## src/rtl/fetch_unit.sv

```systemverilog
// Single-outstanding instruction fetch stage: drives the PC register input,
// issues one memory request at a time and hands each word to decode.
module fetch_unit #(
    parameter logic [31:0] RESET_PC = 32'h0000_0000
) (
    input  logic        clk,
    input  logic        reset,
    input  logic [31:0] pc_in,
    output logic [31:0] pc_next,
    input  logic        redirect_valid,
    input  logic [31:0] redirect_target,
    output logic        imem_req_valid,
    input  logic        imem_req_ready,
    output logic [31:0] imem_req_addr,
    input  logic        imem_resp_valid,
    input  logic [31:0] imem_resp_data,
    output logic        id_valid,
    input  logic        id_ready,
    output logic [31:0] id_instr,
    output logic [31:0] id_pc,
    output logic        fault,
    output logic [31:0] fetch_count
);

    typedef enum logic [2:0] {
        S_REQ,
        S_WAIT,
        S_HOLD,
        S_DRAIN,
        S_FAULT
    } state_t;

    state_t      r_state;
    state_t      w_state_next;
    logic        r_id_valid;
    logic [31:0] r_id_instr;
    logic [31:0] r_id_pc;
    logic        r_fault;
    logic [31:0] r_fetch_count;

    logic        w_aligned;
    logic        w_capture;
    logic        w_deliver;
    logic        w_clear_valid;
    logic        w_set_fault;

    assign w_aligned     = (pc_in[1:0] == 2'b00);
    assign imem_req_addr = pc_in;
    assign id_valid      = r_id_valid;
    assign id_instr      = r_id_instr;
    assign id_pc         = r_id_pc;
    assign fault         = r_fault;
    assign fetch_count   = r_fetch_count;

    always_ff @(posedge clk) begin
        if (reset) begin
            r_state <= S_REQ;
        end else begin
            r_state <= w_state_next;
        end
    end

    always_comb begin
        w_state_next   = r_state;
        imem_req_valid = 1'b0;
        pc_next        = pc_in;
        w_capture      = 1'b0;
        w_deliver      = 1'b0;
        w_clear_valid  = 1'b0;
        w_set_fault    = 1'b0;
        case (r_state)
            S_REQ: begin
                imem_req_valid = w_aligned && !redirect_valid;
                if (redirect_valid) pc_next = redirect_target;
                if (!w_aligned) begin
                    w_state_next = S_FAULT;
                    w_set_fault  = 1'b1;
                end else if (imem_req_valid && imem_req_ready) begin
                    w_state_next = S_WAIT;
                end
            end
            S_WAIT: begin
                if (redirect_valid) begin
                    pc_next      = redirect_target;
                    w_state_next = imem_resp_valid ? S_REQ : S_DRAIN;
                end else if (imem_resp_valid) begin
                    pc_next      = pc_in + 32'd4;
                    w_capture    = 1'b1;
                    w_state_next = S_HOLD;
                end
            end
            S_HOLD: begin
                if (redirect_valid) begin
                    pc_next       = redirect_target;
                    w_clear_valid = 1'b1;
                    w_state_next  = S_REQ;
                end else if (id_ready) begin
                    w_deliver     = 1'b1;
                    w_clear_valid = 1'b1;
                    w_state_next  = S_REQ;
                end
            end
            S_DRAIN: begin
                // The in-flight response belongs to the abandoned path; only the PC follows redirects here.
                if (redirect_valid) pc_next = redirect_target;
                if (imem_resp_valid) w_state_next = S_REQ;
            end
            S_FAULT: begin
            end
            default: w_state_next = S_REQ;
        endcase
        if (reset) begin
            pc_next        = RESET_PC;
            imem_req_valid = 1'b0;
        end
    end

    always_ff @(posedge clk) begin
        if (reset) begin
            r_id_valid    <= 1'b0;
            r_id_instr    <= '0;
            r_id_pc       <= '0;
            r_fault       <= 1'b0;
            r_fetch_count <= '0;
        end else begin
            if (w_capture) begin
                r_id_valid <= 1'b1;
                r_id_instr <= imem_resp_data;
                r_id_pc    <= pc_in;
            end else if (w_clear_valid) begin
                r_id_valid <= 1'b0;
            end
            if (w_deliver)   r_fetch_count <= r_fetch_count + 32'd1;
            if (w_set_fault) r_fault <= 1'b1;
        end
    end

endmodule

```

## config.mk

```make
export PLATFORM = sky130hd
export DESIGN_NAME = fetch_unit
export DESIGN_NICKNAME = d
export VERILOG_FILES = /design/src/rtl/fetch_unit.sv
export SDC_FILE = /design/constraint.sdc
export NUM_CORES = 1
export LEC_CHECK = 0
export CAP_MARGIN = 20
export CORE_MARGIN = 3
export CORE_UTILIZATION = 30
export DETAILED_ROUTE_END_ITERATION = 6
export PLACE_DENSITY = 0.72
export RECOVER_POWER = 50
export SYNTH_ARGS = -nofsm -noshare
export SYNTH_HDL_FRONTEND = slang
export SYNTH_SLANG_ARGS = --single-unit
```

## constraint.sdc

```tcl
create_clock -name clk -period 2.5 [get_ports clk]
set_clock_uncertainty 0.2 [all_clocks]
set_input_delay 0.25 -clock clk [delete_from_list [all_inputs] [get_ports clk]]
set_output_delay 0.25 -clock clk [all_outputs]
set_load 0.005 [all_outputs]
```

==> results of run 1 <==
==> synth_stat cells, types with 3 or more instances <==
| library cell | number |
|---|---|
| a22oi_1 | 7 |
| and3_1 | 6 |
| nor2_1 | 63 |
| nand3_1 | 23 |
| o21a_1 | 3 |
| and4_1 | 8 |
| a32oi_1 | 4 |
| and2_1 | 4 |
| nand2_1 | 172 |
| dfxtp_1 | 101 |
| buf_4 | 32 |
| clkbuf_1 | 45 |
| or4_1 | 4 |
| a21oi_1 | 90 |
| o31ai_1 | 4 |
| mux2i_1 | 4 |
| or3_1 | 11 |
| a31oi_1 | 3 |
| nor2b_1 | 3 |
| nand4_1 | 26 |
| xnor2_1 | 11 |
| o211ai_1 | 5 |
| o21ai_0 | 13 |
| buf_2 | 3 |
| nor3_1 | 18 |
| xor2_1 | 16 |
| nor3b_1 | 4 |
| a311oi_1 | 3 |
| inv_1 | 14 |
| o221ai_1 | 7 |
| nor4_1 | 15 |
| nor3_2 | 3 |
==> through the flow <==
step,instance area [µm²],total power (W),TNS [ns]
floorplan,5500,0.00187,0
global placement,8850,0.00232,-19.05
detailed placement,8850,0.00232,-20.25
CTS,9370,0.00370,-0.502
global route,9520,0.00382,-0.890
finish,9520,0.00367,-0.190
==> cell families after synthesis <==
family / synth area share
buffers and inverters: 0.0911
AO/OA/AOI/OAI: 0.168
AND/OR/NAND/NOR: 0.316
XOR/XNOR: 0.0430
multiplexers: 0.00934
adder cells (fa/ha/maj): 0.00455
flip-flops: 0.368
==> final cells by class <==
type / instances / area, µm²
fillers: 1666 / 8080
repair buffers: 394 / 3560
multi-input cells: 554 / 3300
flip-flops and latches: 101 / 2020
well taps: 225 / 282
clock buffers: 9 / 225
clock inverters: 7 / 63.8
inverters: 14 / 56.3
diodes: 1 / 2.50
==> routing by layer <==
layer,track usage,up-vias,share of wire
li1,-,3237,-
met1,0.265,3177,0.40
met2,0.368,286,0.48
met3,0.0597,46,0.087
met4,0.0836,0,0.032
met5,0,-,0
==> sequential cells by signal (all words and copies together), names as in the netlist <==
register,flops
fetch_count,32
id_instr,32
id_pc,32
r_state,3
fault,1
id_valid,1
==> worst max-delay path, delay by kind of cell (launching register included) <==
| kind | cells | cell delay, ns |
|---|---|---|
| flip-flops | 1 | 0.32 |
| buffers and inverters | 3 | 0.40 |
| AO/OA/AOI/OAI | 1 | 0.09 |
| AND/OR/NAND/NOR | 4 | 1.00 |
==> path summary, 6_finish.rpt <==
| kind | end | slack, ns | cells after the start | start |
|---|---|---|---|---|
| worst max-delay path | pc_next[14] | -0.11 | 8 | r_state[2] |
| worst min-delay path | fault | 0.04 | 2 | reset |
| worst max register to register | fetch_count[28] | 0.20 | 5 | fetch_count[15] |
| worst min register to register | id_instr[12] | 0.26 | 2 | id_instr[12] |
==> timing repair <==
action,CTS,global route
buffers inserted,12,10
gates resized for setup,183,83
setup endpoints to repair,33,30
pin swaps,33,27
==> power groups by stage <==
stage | clock network (W) | registers [W] | logic [W]
final | 0.00139 | 0.00162 | 0.000664
after global routing | 0.00150 | 0.00162 | 0.000710
after CTS | 0.00143 | 0.00162 | 0.000653
after detailed placement | 0 | 0.00165 | 0.000668
after global placement | 0 | 0.00165 | 0.000666
after floorplan | 0 | 0.00165 | 0.000211
==> impl_metrics.json, run 1 <==
{
  "drv_slew": 0,
  "first_global_vias": 6554,
  "power_density_nw_per_um2": 385,
  "post-route-util": 0.541,
  "synth_edf_count": 0,
  "drtIter0Drc": 337,
  "cts_made_buffers": 9,
  "clock_power_share": 0.378,
  "dr.pass1.iters": 4,
  "final_cells": 1305,
  "setup_violations": 5,
  "ys_async_sr_fraction": 0,
  "peakVddDrop_v": 0.000317,
  "die_h_um": 141,
  "yosys.area.top_type": "dfxtp_1",
  "drive_gt1_frac": 0.232,
  "crit_chain": "or3b_4 -> buf_12 -> buf_6 -> nor3_4 -> nand4_1 -> or3_1 -> o211ai_1 -> buf_2",
  "switching_share": 0.273,
  "cts-root-buf": "clkbuf_16",
  "status": "finished, violations left",
  "grt_max_degree": 66,
  "vias_per_cell": 5.17,
  "min_path_type": "in -> reg",
  "mostFrequentLayoutCells": "197 x clkdlybuf4s50_1, 166 x nand2_1, 103 x buf_4",
  "worstPathRequired_ns": 2.05,
  "postSynthAreaPerCell_um2": 7.30,
  "worstPathArrival_ns": 2.16,
  "seqPwrFrac": 0.441,
  "wl_um": 23100,
  "rows": 48,
  "gr-total-overflow": 0,
  "netlist_area_um2": 5500,
  "synth_fp_nets": 857,
  "synth_ff_type": "dfxtp_1",
  "yosys.area.top_type_share": 0.368,
  "path_class": "reg -> out",
  "final_common_cell": "clkdlybuf4s50_1",
  "post_drt_wl_per_cell_um": 17.7,
  "fin_crit_sh": 1.04,
  "hpwl_um": 16800,
  "vias": 6746,
  "nets": 1178,
  "worst-slew-pin-transition_ns": 0.746,
  "whs_ns": 0.0396,
  "p_sw_w": 0.00100,
  "critPathMaxStageDelay_ns": 0.42,
  "detail-route-antenna-nets": 0,
  "ys_seq_area_frac": 0.368,
  "clock.fmax_mhz": 384,
  "die_w_um": 141,
  "cts_sinks": 101,
  "leakagePower_nw": 3.58,
  "io_buffers": 264,
  "cts_hold_buf": 0,
  "cp-start-kind": "flop",
  "path_clk_slew_ns": 0.07,
  "drv_cap": 0,
  "ys_warn_count": 0,
  "drc": 0,
  "setup_slack_ns": -0.106,
  "clk_path_buf_depth": 2,
  "max_slew_margin": 0.503,
  "die-area_um2": 20000,
  "synth_area_leaders": "dfxtp_1 37%, nand2_1 12%, a21oi_1 8.2%",
  "ys_ff_latch": 101,
  "design.core.area_um2": 17600,
  "hold_violations": 0,
  "syn_inst": 753,
  "crit_fanout": 2,
  "gp_congestion": 0.895,
  "placed_cells": 1269,
  "violations": "setup timing",
  "initial_core_util": 0.312,
  "post-place-ws_ns": -1.16,
  "grt_pass1_wl_um": 35200,
  "p_int_w": 0.00266,
  "cts_tree": "yes",
  "synth_cell_type_count": 53,
  "syn_to_final_growth_pct": 73.2,
  "antenna_found_initial": 1,
  "htree_levels": 3,
  "clk_latency_ns": 0.35,
  "min_period_ns": 2.61,
  "cp_slowest_cell": "or3b_4",
  "rsz0062_at_grt": "true",
  "grt.total_usage": 0.218,
  "end_kind": "output port",
  "ios": 265,
  "power_frac_comb": 0.181
}
No activity file was read; power rests on OpenSTA's default activity.
==> run 2, diff against run 1 <==
--- a/config.mk
+++ b/config.mk
@@ -7,9 +7,10 @@
 export LEC_CHECK = 0
 export CAP_MARGIN = 20
 export CORE_MARGIN = 3
-export CORE_UTILIZATION = 30
+export CORE_UTILIZATION = 41
 export DETAILED_ROUTE_END_ITERATION = 6
-export PLACE_DENSITY = 0.72
+export GPL_ROUTABILITY_DRIVEN = 0
+export PLACE_DENSITY = 0.91
 export RECOVER_POWER = 50
 export SYNTH_ARGS = -nofsm -noshare
 export SYNTH_HDL_FRONTEND = slang
==> run 2 against run 1 <==
  * Clock power up 15%
  * Sequential power about the same
  * Via count up 5.5%
  * Fmax down 3.1%
  * Sequential cell count unchanged
  * Count of clock-buffer cells in the layout up 1
  * Cell area about the same
  * The flow still finishes with violations (setup timing)
  * First-iteration DRC count up 110%
  * Worst setup slack worse by 0.084 ns
  * Die area down 26%
  * Global-route usage up 8.2 points
==> impl_metrics.json, run 2 (synthesis results as in run 1) <==
{
  "status": "finished, violations left",
  "violations": "setup timing",
  "cp-start-kind": "input port",
  "worstPathRequired_ns": 2.05,
  "end_kind": "output port",
  "crit_fanout": 7,
  "initial_core_util": 0.427,
  "setup_violations": 10,
  "die_h_um": 122,
  "nFillCells": 909,
  "antenna_found_initial": 2,
  "cts_sinks": 101,
  "drv_cap": 0,
  "path_class": "in -> out",
  "gr-total-overflow": 0,
  "nets": 1180,
  "vias": 7117,
  "post-place-ws_ns": -0.999,
  "post_drt_wl_per_cell_um": 19.0,
  "max_slew_margin": 0.519,
  "dr.pass1.iters": 5,
  "die_w_um": 122,
  "post-route-util": 0.739,
  "first_global_vias": 6858,
  "worst-slew-pin-transition_ns": 0.721,
  "ios": 265,
  "cp_slowest_cell": "or4_4",
  "leakagePower_nw": 3.94,
  "power_density_nw_per_um2": 409,
  "grt_pass1_wl_um": 35500,
  "min_period_ns": 2.69,
  "clk_path_buf_depth": 2,
  "rows": 41,
  "final_common_cell": "nand2_1",
  "critPathMaxStageDelay_ns": 0.55,
  "clk_latency_ns": 0.35,
  "fin_crit_sh": 1.08,
  "grt_max_degree": 66,
  "drc": 0,
  "min_path_type": "in -> reg",
  "syn_to_final_growth_pct": 73.2,
  "mostFrequentLayoutCells": "167 x nand2_1, 115 x dlygate4sd3_1, 103 x buf_4",
  "hpwl_um": 16300,
  "cts-root-buf": "clkbuf_16",
  "die-area_um2": 14800,
  "drive_gt1_frac": 0.218,
  "grt.total_usage": 0.300,
  "clock.fmax_mhz": 372,
  "cts_made_buffers": 9,
  "htree_levels": 3,
  "peakVddDrop_v": 0.000418,
  "rsz0062_at_grt": "true",
  "worstPathArrival_ns": 2.24,
  "design.core.area_um2": 12900,
  "setup_slack_ns": -0.189,
  "wl_um": 23900,
  "cts_tree": "yes",
  "drv_slew": 0,
  "place_area_um2": 8770,
  "crit_chain": "buf_12 -> nand4_1 -> buf_4 -> or4_4 -> buf_6 -> nor3_4 -> nor3_1 -> nor3b_1 -> buf_2",
  "detail-route-antenna-nets": 0,
  "hold_violations": 0,
  "path_clk_slew_ns": 0.08,
  "vias_per_cell": 5.67,
  "finalInstanceArea_um2": 9520,
  "io_buffers": 264,
  "drtIter0Drc": 722
}
[run 2: final timing paths]
path / from / endpoint / slack, ns / cells after the start
worst max register to register: fetch_count[15] / fetch_count[28] / 0.16 / 5
worst max-delay path: pc_in[17] / pc_next[29] / -0.19 / 9
worst min-delay path: pc_in[11] / id_pc[11] / 0.07 / 4
worst min register to register: id_instr[17] / id_instr[17] / 0.25 / 2
[run 2: layer usage]
layer	share of wire	up-vias	routed length, µm	track usage
met2	0.48	470	11400	0.506
met4	0.054	2	1300	0.149
met3	0.10	119	2460	0.0942
met5	0.00054	-	13	0
met1	0.37	3280	8730	0.343
li1	-	3246	-	-
[run 2: what timing repair did]
action | CTS | global route
endpoints found under the setup margin | 33 | 32
buffers inserted | 11 | 11
gates resized for setup | 158 | 102
pin swaps | 21 | 29
endpoints found under the hold margin | 0 | 1
hold buffers | 0 | 1
[run 2: metrics by stage]
step	std cells	setup TNS (ns)	total power, W	hold slack, ns
global placement	1216	-18.03	0.00231	0.241
floorplan	753	0	0.00187	0.186
detailed placement	1216	-19.39	0.00232	0.246
finish	1255	-0.745	0.00390	0.0655
CTS	1243	-0.442	0.00389	0.0739
global route	1254	-1.45	0.00403	0.0871
[run 2: area by class of cell]
| type | count | area (µm²) | share of cell area |
|---|---|---|---|
| Antenna cell | 2 | 5.00 | 0.000526 |
| Inverter | 14 | 52.6 | 0.00552 |
| Tap cell | 172 | 215 | 0.0226 |
| Multi-Input combinational cell | 554 | 3310 | 0.347 |
| Timing Repair Buffer | 396 | 3570 | 0.375 |
| Sequential cell | 101 | 2020 | 0.213 |
| Clock inverter | 6 | 105 | 0.0110 |
| Clock buffer | 10 | 239 | 0.0251 |
[run 2: report_power, final]
group | internal [W] | switching (W)
clock network | 0.000927 | 0.000675
registers | 0.00161 | 0.00000256
logic | 0.000357 | 0.000324
total | 0.00290 | 0.00100
[run 2: critical path, delay by kind of cell]
family                 cells  cell delay, ns
and+or+nand+nor            5            1.32
buffers and inverters      4            0.67
==> run 3, diff against run 2 <==
--- a/config.mk
+++ b/config.mk
@@ -5,12 +5,11 @@
 export SDC_FILE = /design/constraint.sdc
 export NUM_CORES = 1
 export LEC_CHECK = 0
-export CAP_MARGIN = 20
 export CORE_MARGIN = 3
-export CORE_UTILIZATION = 41
+export CORE_UTILIZATION = 35
 export DETAILED_ROUTE_END_ITERATION = 6
 export GPL_ROUTABILITY_DRIVEN = 0
-export PLACE_DENSITY = 0.91
+export PLACE_DENSITY = 0.81
 export RECOVER_POWER = 50
 export SYNTH_ARGS = -nofsm -noshare
 export SYNTH_HDL_FRONTEND = slang
==> run 3 against run 2 <==
  * The run still ends with setup timing left
  * First-iteration DRC count is 37% lower
  * Count of clock-buffer cells in the layout is 1 higher
  * Register-to-register slack better by 0.06 ns
  * Cell count is 3.5% higher
  * Sequential share of layout area hardly changed
  * Via count shrank 5.1%
  * Sequential cell count unchanged
  * Combinational power shrank 2%
  * Largest cell class unchanged
  * Largest power group unchanged
==> impl_metrics.json, run 3 (synthesis results as in run 1) <==
{
  "seqPwrFrac": 0.444,
  "p_int_w": 0.00270,
  "p_sw_w": 0.000939,
  "power_frac_comb": 0.184,
  "initial_core_util": 0.360,
  "place_area_um2": 8820,
  "hpwl_um": 16100,
  "rsz0062_at_grt": "true",
  "grt_pass1_wl_um": 35100,
  "clk_path_buf_depth": 2,
  "worstPathArrival_ns": 2.17,
  "whs_ns": 0.0879,
  "drc": 0,
  "seq_area_um2": 2030,
  "cts-root-buf": "clkbuf_16",
  "placed_cells": 1257,
  "cts_sinks": 101,
  "r2r-end": "fetch_count[22]",
  "vias": 6754,
  "ios": 265,
  "clk_latency_ns": 0.34,
  "violations": "setup timing",
  "holdPathStages": 4,
  "top_usage_layer": "met2",
  "drive_gt1_frac": 0.220,
  "drv_cap": 0,
  "nets": 1186,
  "final_cells": 1299,
  "die_h_um": 131,
  "io_buffers": 264,
  "clock_power_share": 0.372,
  "design.core.area_um2": 15300,
  "worst-slew-pin-transition_ns": 1.35,
  "rr_startpoint": "r_state[2]",
  "mostFrequentLayoutCells": "167 x nand2_1, 110 x dlygate4sd3_1, 103 x buf_4",
  "min_period_ns": 2.62,
  "use_met2": 0.439,
  "fin_crit_sh": 1.05,
  "power_density_nw_per_um2": 382,
  "dr.pass1.iters": 5,
  "peakVddDrop_v": 0.000444,
  "grt.total_usage": 0.248,
  "grtUsageMet3": 0.0666,
  "drv_slew": 0,
  "min_path_type": "in -> reg",
  "first_global_vias": 6503,
  "end_kind": "output port",
  "worstPathRequired_ns": 2.05,
  "status": "finished, violations left",
  "wl_um": 22600,
  "path_clk_slew_ns": 0.07,
  "gr-usage-met1": 0.292,
  "detail-route-antenna-nets": 0,
  "cts_made_buffers": 9,
  "path_class": "reg -> out",
  "post_drt_wl_per_cell_um": 17.4,
  "syn_to_final_growth_pct": 73.6,
  "switching_share": 0.258,
  "rrSetupSlack_ns": 0.22,
  "nFillCells": 1292,
  "post-route-util": 0.625,
  "gr-total-overflow": 0,
  "vias_per_cell": 5.20,
  "finalInstanceArea_um2": 9540,
  "hold_path_end": "id_pc[9]",
  "multi_input_area_um2": 3280,
  "grt_max_degree": 67,
  "cp-start-kind": "flop",
  "post-place-ws_ns": -1.10,
  "r2r_cells": 6,
  "htree_levels": 3,
  "leakagePower_nw": 3.96,
  "setup_slack_ns": -0.119,
  "hold_violations": 0,
  "antenna_found_initial": 2,
  "max_slew_margin": 0.101,
  "die_w_um": 131,
  "clock.fmax_mhz": 382,
  "setup_violations": 12,
  "crit_fanout": 4,
  "final_common_cell": "nand2_1",
  "holdCritStartpoint": "pc_in[9]",
  "cts_tree": "yes",
  "die-area_um2": 17200,
  "drtIter0Drc": 453,
  "rows": 45
}
## run 3: cell types whose count changed in the layout (fill, tap and decap cells not counted), moves of 3 or more
cell	before	now
buf_6	24	30
clkbuf_2	18	8
buf_12	5	2
dlygate4sd2_1	6	13
clkinvlp_4	0	3
clkdlybuf4s50_1	97	102
nand3_2	1	4
buf_2	15	21
nor4_2	4	1
dlygate4sd3_1	115	110
## run 3: per-layer routing
metal  part of all wire  vias to the layer above
li1                   -                     3256
met4              0.027                        0
met1               0.40                     3136
met2               0.49                      315
met5                  0                        -
met3              0.078                       47
## run 3: final cells by class
cell class	count	area share
repair buffers	402	0.380
clock inverters	4	0.00328
clock buffers	11	0.0265
flip-flops and latches	101	0.212
inverters	14	0.00551
diodes	2	0.000525
well taps	211	0.0277
multi-input cells	554	0.344
## run 3: timing repair
item / in CTS / in global routing
hold buffers: 1 / 0
pin swaps: 24 / 34
buffers inserted: 17 / 9
resized for setup: 173 / 83
hold endpoints to repair: 2 / 0
setup endpoints to repair: 33 / 29
## run 3: per-stage QoR
stage,total power [W],setup TNS (ns)
after floorplan,0.00187,0
after global placement,0.00231,-17.82
after detailed placement,0.00232,-19.36
after CTS,0.00366,-0.538
after global routing,0.00377,-2.12
final,0.00364,-0.593
## run 3: worst max path at each step
stage | endpoint | from | slack [ns]
detailed placement | pc_next[31] | pc_in[17] | -1.10
CTS | pc_next[31] | pc_in[15] | -0.11
floorplan | pc_next[13] | r_state[0] | 0.11
global placement | pc_next[31] | pc_in[17] | -0.99
global route | pc_next[14] | r_state[0] | -0.23
finish | pc_next[14] | r_state[1] | -0.12
## run 3: worst max-delay path, stage by stage (launching register included)
cell	delay [ns]
dfxtp_2	0.32
or3b_4	0.44
buf_6	0.14
nor3_4	0.20
nand4_1	0.13
or3_1	0.34
o211ai_1	0.09
buf_2	0.15
## run 3: power by group through the flow
stage / sequential [W] / clock (W) / combinational (W)
2_1_floorplan: 0.00165 / 0 / 0.000211
3_3_place_gp: 0.00165 / 0 / 0.000661
3_5_place_dp: 0.00165 / 0 / 0.000667
4_1_cts: 0.00162 / 0.00139 / 0.000654
5_1_grt: 0.00162 / 0.00144 / 0.000712
6_report: 0.00162 / 0.00135 / 0.000671
